[src/rtl/ocp_master_arb2.sv]
// rtl/ocp_master_arb2.sv - two-master round-robin arbiter for the OCP-style register bus
module ocp_master_arb2 #(
  parameter int AW           = 8,
  parameter int DW           = 8,
  parameter int RESP_TIMEOUT = 255
) (
  input  logic          clk,
  input  logic          reset_n,
  input  logic [2:0]    m0_MCmd,
  input  logic [AW-1:0] m0_MAddr,
  input  logic [DW-1:0] m0_MData,
  output logic          m0_SCmdAccept,
  output logic [DW-1:0] m0_SData,
  output logic [1:0]    m0_SResp,
  input  logic [2:0]    m1_MCmd,
  input  logic [AW-1:0] m1_MAddr,
  input  logic [DW-1:0] m1_MData,
  output logic          m1_SCmdAccept,
  output logic [DW-1:0] m1_SData,
  output logic [1:0]    m1_SResp,
  output logic [2:0]    s_MCmd,
  output logic [AW-1:0] s_MAddr,
  output logic [DW-1:0] s_MData,
  input  logic          s_SCmdAccept,
  input  logic [DW-1:0] s_SData,
  input  logic [1:0]    s_SResp,
  output logic [1:0]    grant
);

  localparam logic [2:0] CMD_WR = 3'b001;
  localparam logic [2:0] CMD_RD = 3'b010;
  localparam int CW = (RESP_TIMEOUT < 1) ? 1 : $clog2(RESP_TIMEOUT + 1);
  localparam logic [CW-1:0] TO_LAST = CW'((RESP_TIMEOUT == 0) ? 0 : RESP_TIMEOUT - 1);

  typedef enum logic [1:0] {S_IDLE, S_ISSUE, S_WAIT} state_t;

  state_t        state, state_next;
  logic          last_grant;   // 1 = m1 was granted last
  logic          resp_valid;
  logic          resp_owner;   // 1 = m1 owns the outstanding response
  logic [CW-1:0] cnt;

  logic req0, req1, pick1, load, accept, timeout_fire, resp_seen;
  logic route0, route1;

  assign req0  = (m0_MCmd == CMD_WR) || (m0_MCmd == CMD_RD);
  assign req1  = (m1_MCmd == CMD_WR) || (m1_MCmd == CMD_RD);
  assign pick1 = req1 && (!req0 || !last_grant);

  assign accept       = (state == S_ISSUE) && s_SCmdAccept;
  assign resp_seen    = (s_SResp != 2'b00);
  assign timeout_fire = (RESP_TIMEOUT != 0) && (state == S_WAIT) && !resp_seen && (cnt == TO_LAST);

  always_ff @(posedge clk) begin
    if (!reset_n) state <= S_IDLE;
    else          state <= state_next;
  end

  always_comb begin
    state_next = state;
    load       = 1'b0;
    case (state)
      S_IDLE: begin
        if (req0 || req1) begin
          state_next = S_ISSUE;
          load       = 1'b1;
        end
      end
      S_ISSUE: begin
        if (s_SCmdAccept) state_next = (s_MCmd == CMD_RD) ? S_WAIT : S_IDLE;
      end
      S_WAIT: begin
        if (resp_seen || timeout_fire) state_next = S_IDLE;
      end
      default: state_next = S_IDLE;
    endcase
  end

  always_ff @(posedge clk) begin
    if (!reset_n) begin
      s_MCmd     <= 3'b000;
      s_MAddr    <= '0;
      s_MData    <= '0;
      grant      <= 2'b00;
      last_grant <= 1'b1;
      resp_valid <= 1'b0;
      resp_owner <= 1'b0;
      cnt        <= '0;
    end else begin
      if (load) begin
        s_MCmd     <= pick1 ? m1_MCmd  : m0_MCmd;
        s_MAddr    <= pick1 ? m1_MAddr : m0_MAddr;
        s_MData    <= pick1 ? m1_MData : m0_MData;
        grant      <= pick1 ? 2'b10 : 2'b01;
        last_grant <= pick1;
      end
      // A fresh accept claims the response slot ahead of any stray response this cycle
      if (accept) begin
        s_MCmd     <= 3'b000;
        resp_owner <= grant[1];
        resp_valid <= 1'b1;
        cnt        <= '0;
        if (s_MCmd != CMD_RD) grant <= 2'b00;
      end else if (resp_valid && (resp_seen || timeout_fire)) begin
        resp_valid <= 1'b0;
      end
      if (state == S_WAIT) begin
        if (resp_seen || timeout_fire) grant <= 2'b00;
        else if (cnt != '1)            cnt   <= cnt + 1'b1;
      end
    end
  end

  assign route0 = reset_n && resp_valid && !resp_owner;
  assign route1 = reset_n && resp_valid &&  resp_owner;

  assign m0_SCmdAccept = reset_n && accept && grant[0];
  assign m1_SCmdAccept = reset_n && accept && grant[1];

  assign m0_SResp = route0 ? (timeout_fire ? 2'b11 : s_SResp) : 2'b00;
  assign m1_SResp = route1 ? (timeout_fire ? 2'b11 : s_SResp) : 2'b00;
  assign m0_SData = route0 ? (timeout_fire ? DW'(8'hED) : s_SData) : '0;
  assign m1_SData = route1 ? (timeout_fire ? DW'(8'hED) : s_SData) : '0;

endmodule

[config.mk]
export PLATFORM = sky130hd
export DESIGN_NAME = ocp_master_arb2
export DESIGN_NICKNAME = d
export VERILOG_FILES = /design/src/rtl/ocp_master_arb2.sv
export SDC_FILE = /design/constraint.sdc
export NUM_CORES = 1
export LEC_CHECK = 0
export ABC_AREA = 1
export CAP_MARGIN = 20
export CORE_ASPECT_RATIO = 0.7
export CORE_MARGIN = 3
export CORE_UTILIZATION = 41
export DETAILED_ROUTE_END_ITERATION = 7
export PLACE_DENSITY = 0.8
export SLEW_MARGIN = 20
export SYNTH_ARGS = -nofsm -noshare
export SYNTH_HDL_FRONTEND = slang
export SYNTH_SLANG_ARGS = --single-unit
[constraint.sdc]
create_clock -name clk -period 1.61 [get_ports clk]
set_input_delay 0.2415 -clock clk [delete_from_list [all_inputs] [get_ports clk]]
set_output_delay 0.2415 -clock clk [all_outputs]
set_load 0.01 [all_outputs]
== After elaboration in Yosys (flattened, before gate mapping) ==
Index checks and enable logic that the tools add are counted.

* Add/subtract/negate cells: 1
* Equality and inequality tests: 13
* Muxes and demuxes: 28
* Bitwise operators: 1
* Reduce and logical (&&, ||, !) cells: 25

{| class="wikitable"
|+ Operator list
! operator !! count
|-
| 8-bit 2-to-1 mux || 9
|-
| 2-bit 2-to-1 mux || 13
|-
| 1-bit logical AND || 11
|-
| 3-bit by 2-bit == test with 1-bit output (second input constant) || 3
|-
| 8-bit by 1-bit adder with 8-bit output (second input constant) || 1
|-
| 8-bit == test (second input constant) || 1
|-
| 8-bit inequality test (second input constant) || 1
|-
| 3-bit by 1-bit == test with 1-bit output (second input constant) || 2
|-
| 2-bit one-hot mux with 3 select lines || 1
|-
| 1-bit logical OR || 5
|-
| 1-bit zero test || 4
|-
| 1-bit 2-to-1 mux || 4
|-
| 2-bit inequality test (second input constant) || 2
|-
| 2-bit nonzero test || 2
|-
| 3-bit 2-to-1 mux || 1
|-
| 3-bit by 2-bit inequality test with 1-bit output (second input constant) || 1
|-
| 3-bit AND reduction || 1
|-
| 2-bit by 1-bit == test with 1-bit output (second input constant) || 1
|-
| 2-bit == test (second input constant) || 1
|-
| 2-bit zero test || 1
|-
| 2-bit by 1-bit inequality test with 1-bit output (second input constant) || 1
|-
| 2-bit OR reduction || 1
|-
| 1-bit NOT || 1
|}

* Register bits after elaboration: 34
* Bits of input ports: 51
* Output and inout port bits: 43
* Word-level logic and storage cells: 77

== Logic depth before layout (Yosys ltp) ==
* Word-level depth: 11
* Mapped depth: 10
* Mapped depth without buffers: 10

== Worst setup path before layout ==
OpenSTA, ideal clock, no wires.

* Kind: register -> output
* From: reg cnt[0]
* To: out m0_SData[0]
* Arrival: 1264 ps
* Required time: 1368 ps
* Setup slack: 104 ps
* Stages on the path, launching flop included: 8
* Path buffers: 1
* Path through: dfxtp_1 inv_1 ha_1 inv_1 nor2_4 nand4_4 buf_6 a21oi_1

* Longest elaborated chain between the ends: 4

{| class="wikitable"
|+ Ends and longest elaborated chain
! what !! line !! RTL
|-
| start, declared || 41 || <nowiki>logic [CW-1:0] cnt;</nowiki>
|-
| start signal, assigned || 109 || <nowiki>else if (cnt != '1) cnt <= cnt + 1'b1;</nowiki>
|-
| 8-bit == test || 52 || <nowiki>assign timeout_fire = (RESP_TIMEOUT != 0) && (state == S_WAIT) && !resp_seen && (cnt == TO_LAST);</nowiki>
|-
| 1-bit logical AND || 52 ||
|-
| 8-bit 2-to-1 mux (2 in series) || 122 || <nowiki>assign m0_SData = route0 ? (timeout_fire ? DW'(8'hED) : s_SData) : '0;</nowiki>
|-
| end, declared || 13 || <nowiki>output logic [DW-1:0] m0_SData,</nowiki>
|}

No other way between the ends.

== Final worst setup path ==
* From: reg cnt[0]
* To: out m1_SData[6]

* Longest elaborated chain between the ends: 4

{| class="wikitable"
|+ Ends and longest elaborated chain
! what !! line !! RTL
|-
| 8-bit == test || 52 ||
|-
| 1-bit logical AND || 52 ||
|-
| 8-bit 2-to-1 mux (2 in series) || 123 || <nowiki>assign m1_SData = route1 ? (timeout_fire ? DW'(8'hED) : s_SData) : '0;</nowiki>
|-
| end, declared || 19 || <nowiki>output logic [DW-1:0] m1_SData,</nowiki>
|}

No other way between the ends.

==> results.yml <==
routing:
  routed_wl_mm: 7.32
  drtPass1Iterations: 4
  drtIter0Drc: 105
  vias_per_cell: 5.15
  ant_nets: 0
  drc: 0
  vias: 2539
  wl_per_cell_microns: 14.8
clock_network:
  clockBufferDepth: 2
  clkTransAtPathRegs_ns: 0.08
  clock-sinks: 34
  htreeDepth: 2
  cts_tree: "built"
  postCtsHoldBufs: 0
  clock_latency_ns: 0.30
  cts_made_buffers: 5
  root_buffer: "clkbuf_8"
place:
  place_area_sq_mm: 0.00315
  pre_cts_slack_ns: -0.566
  place_hpwl_mm: 4.63
  place_inst: 469
  gp_congestion: 0.786
  io_buffers: 93
synth:
  netlist_area_sq_mm: 0.00199
  synthDistinctLibCells: 30
  ys_ff_latch: 34
  syn_area_per_cell_sq_um: 6.56
  postSynthCellCount: 304
  yosysSeqAreaShare_pct: 34.1
  syn-num-nets: 357
  yosys_warnings: 0
power_and_ir_drop:
  ir_drop_mv: 0.396
  leakage_nw: 1.65
  power_density_mw_per_mm2: 627
job:
  drv_cap: 0
sta:
  fmax_mhz: 514
  min_period_over_period_pct: 121
  final.setup.worst_slack_ns: -0.336
  worst-slew-pin-transition_ns: 0.425
  rsz0062_at_grt: "true"
  fin_setup_tns_ns: -5.48
  fin_skew_ns: 0.0114
  setup_viol: 20
  period_minus_slack_ns: 1.95
  relSlewSlack_pct: 71.6
  drv_slew: 0
  hold_viol_final: 0
setup_path:
  crit_slowest_cell: "dfxtp_2"
  start_kind: "flip-flop"
  r2r_slack_ns: 0.03
  cpPeakStageDelay_ns: 0.33
  path_cells: "inv_2 -> ha_4 -> inv_2 -> nor2_4 -> buf_6 -> nand4_4 -> a21oi_2 -> buf_2"
  cp.required_ns: 1.37
  cp.arrival_ns: 1.70
  worst_setup_path_end_kind: "primary output"
  path_max_fanout: 5
  crit_top_cell: "inv_2"
  criticalPathCategory: "flip-flop to primary output"
die:
  fp.dieH_microns: 64.3
  num_rows: 20
  chipWidth_microns: 89.3
  ios: 94
  coreArea_sq_mm: 0.00450
  start_util_pct: 44.3
  dieArea_sq_mm: 0.00575
status:
  violations: "setup timing"
  status: "finished with violations"
finish:
  final_cell_mix: "nand2_1 (108), clkdlybuf4s50_1 (70), buf_4 (30)"
  syn_to_final_growth_pct: 76.2
  layoutNonFillerInstCount: 493
  multi_input_area_sq_mm: 0.00132
  nFillCells: 338
  antenna_cells: 0
  drive_gt1_share_pct: 28.8
  register_area_sq_um: 687
  layout.nets: 490
  final_area_sq_mm: 0.00351
  final_common_cell: "nand2_1"
global_route:
  grt_pass1_wl_mm: 11.1
  antenna_found_initial: 0
  grt_max_degree: 20
  grt_pass1_vias: 2370
  overflow: 0
  grt_usage_pct: 24.6
hold_path:
  hold_class: "flip-flop to flip-flop"
[synthesized netlist by cell type (all sizes together)]
library cell	count	share of area, %
xor2	1	0.44
nand4	2	1.4
nor3b	1	0.38
nand3b	1	1.0
dfxtp	34	34
buf	10	4.5
xnor2	1	0.44
ha	2	1.3
a22oi	1	0.38
nand2	115	23
a31oi	1	0.31
nor2	24	6.3
o21ai	5	1.3
clkbuf	2	0.38
a21o	1	0.38
clkinv	1	0.25
o22ai	1	0.31
a21oi	44	12
nand3	30	7.5
inv	27	5.1
[repair_timing]
action                     CTS  global route
setup buffers                8             7
cloned                       2             1
setup endpoints to repair   22            33
resized for setup          128            20
pin swaps                   14            16
[per-stage QoR]
| step | total power (W) | hold slack, ns | util, % |
|---|---|---|---|
| 4_1_cts | 0.00218 | 0.465 | 74.9 |
| 3_3_place_gp | 0.00148 | 0.449 | 70.0 |
| 2_1_floorplan | 0.00120 | 0.412 | - |
| 3_5_place_dp | 0.00149 | 0.454 | 70.0 |
| 6_report | 0.00220 | 0.466 | 78.0 |
| 5_1_grt | 0.00231 | 0.484 | 78.0 |
[cell type report]
| cell class | count | area share, % |
|---|---|---|
| clock buffer | 6 | 2.35 |
| clock inverter | 2 | 0.356 |
| inverter | 28 | 3.06 |
| multi-input combinational | 233 | 37.6 |
| sequential | 34 | 19.6 |
| tap | 55 | 1.96 |
| timing repair buffer | 135 | 35.1 |
[cell families after synthesis]
| kind of cell | after synthesis | synth area share, % |
|---|---|---|
| buffers and inverters | 40 | 10.2 |
| and+or+nand+nor | 173 | 39.3 |
| DFF | 34 | 34.1 |
| adders and majority gates | 2 | 1.26 |
| xor gates and xnor gates | 2 | 0.879 |
| AOI/OAI and AO/OA | 53 | 14.3 |
[state kept, by name, indices dropped and copies added, names as in the netlist]
register	count
last_grant	1
resp_valid	1
state	2
resp_owner	1
cnt	8
s_MCmd	3
s_MData	8
s_MAddr	8
grant	2
[critical path: cells and delay by family (launching register included)]
kind	cells	cell delay, ns
simple gates	2	0.33
compound gates	1	0.19
flops	1	0.33
fa+ha+maj	1	0.12
buf+inv	4	0.42
[per-layer routing]
metal	wire, microns	track usage, %	up-vias	part of all wire (%)
li1	-	-	1251	-
met1	3280	32.0	1181	45
met2	3370	38.7	95	46
met3	523	7.22	12	7.1
met4	157	7.62	0	2.1
met5	0	0	-	0
[where the power goes]
| group | switching [W] | leakage, nW | internal [W] |
|---|---|---|---|
| clock network | 0.000340 | 0.0472 | 0.000344 |
| registers | 0.0000344 | 0.280 | 0.000892 |
| logic | 0.000286 | 1.32 | 0.000307 |
[final timing paths]
path,start,to,cells after the start
setup / recovery,cnt[0]$_SDFF_PN0_,m1_SData[6],8
hold reg to reg,s_MCmd[2]$_SDFFE_PP0N_,s_MCmd[2]$_SDFFE_PP0N_,2
setup reg to reg,state[1]$_SDFFE_PN0P_,cnt[0]$_SDFF_PN0_,9
hold / removal,s_MCmd[2]$_SDFFE_PP0N_,s_MCmd[2]$_SDFFE_PP0N_,2
Power figures use the tool's default switching activity.
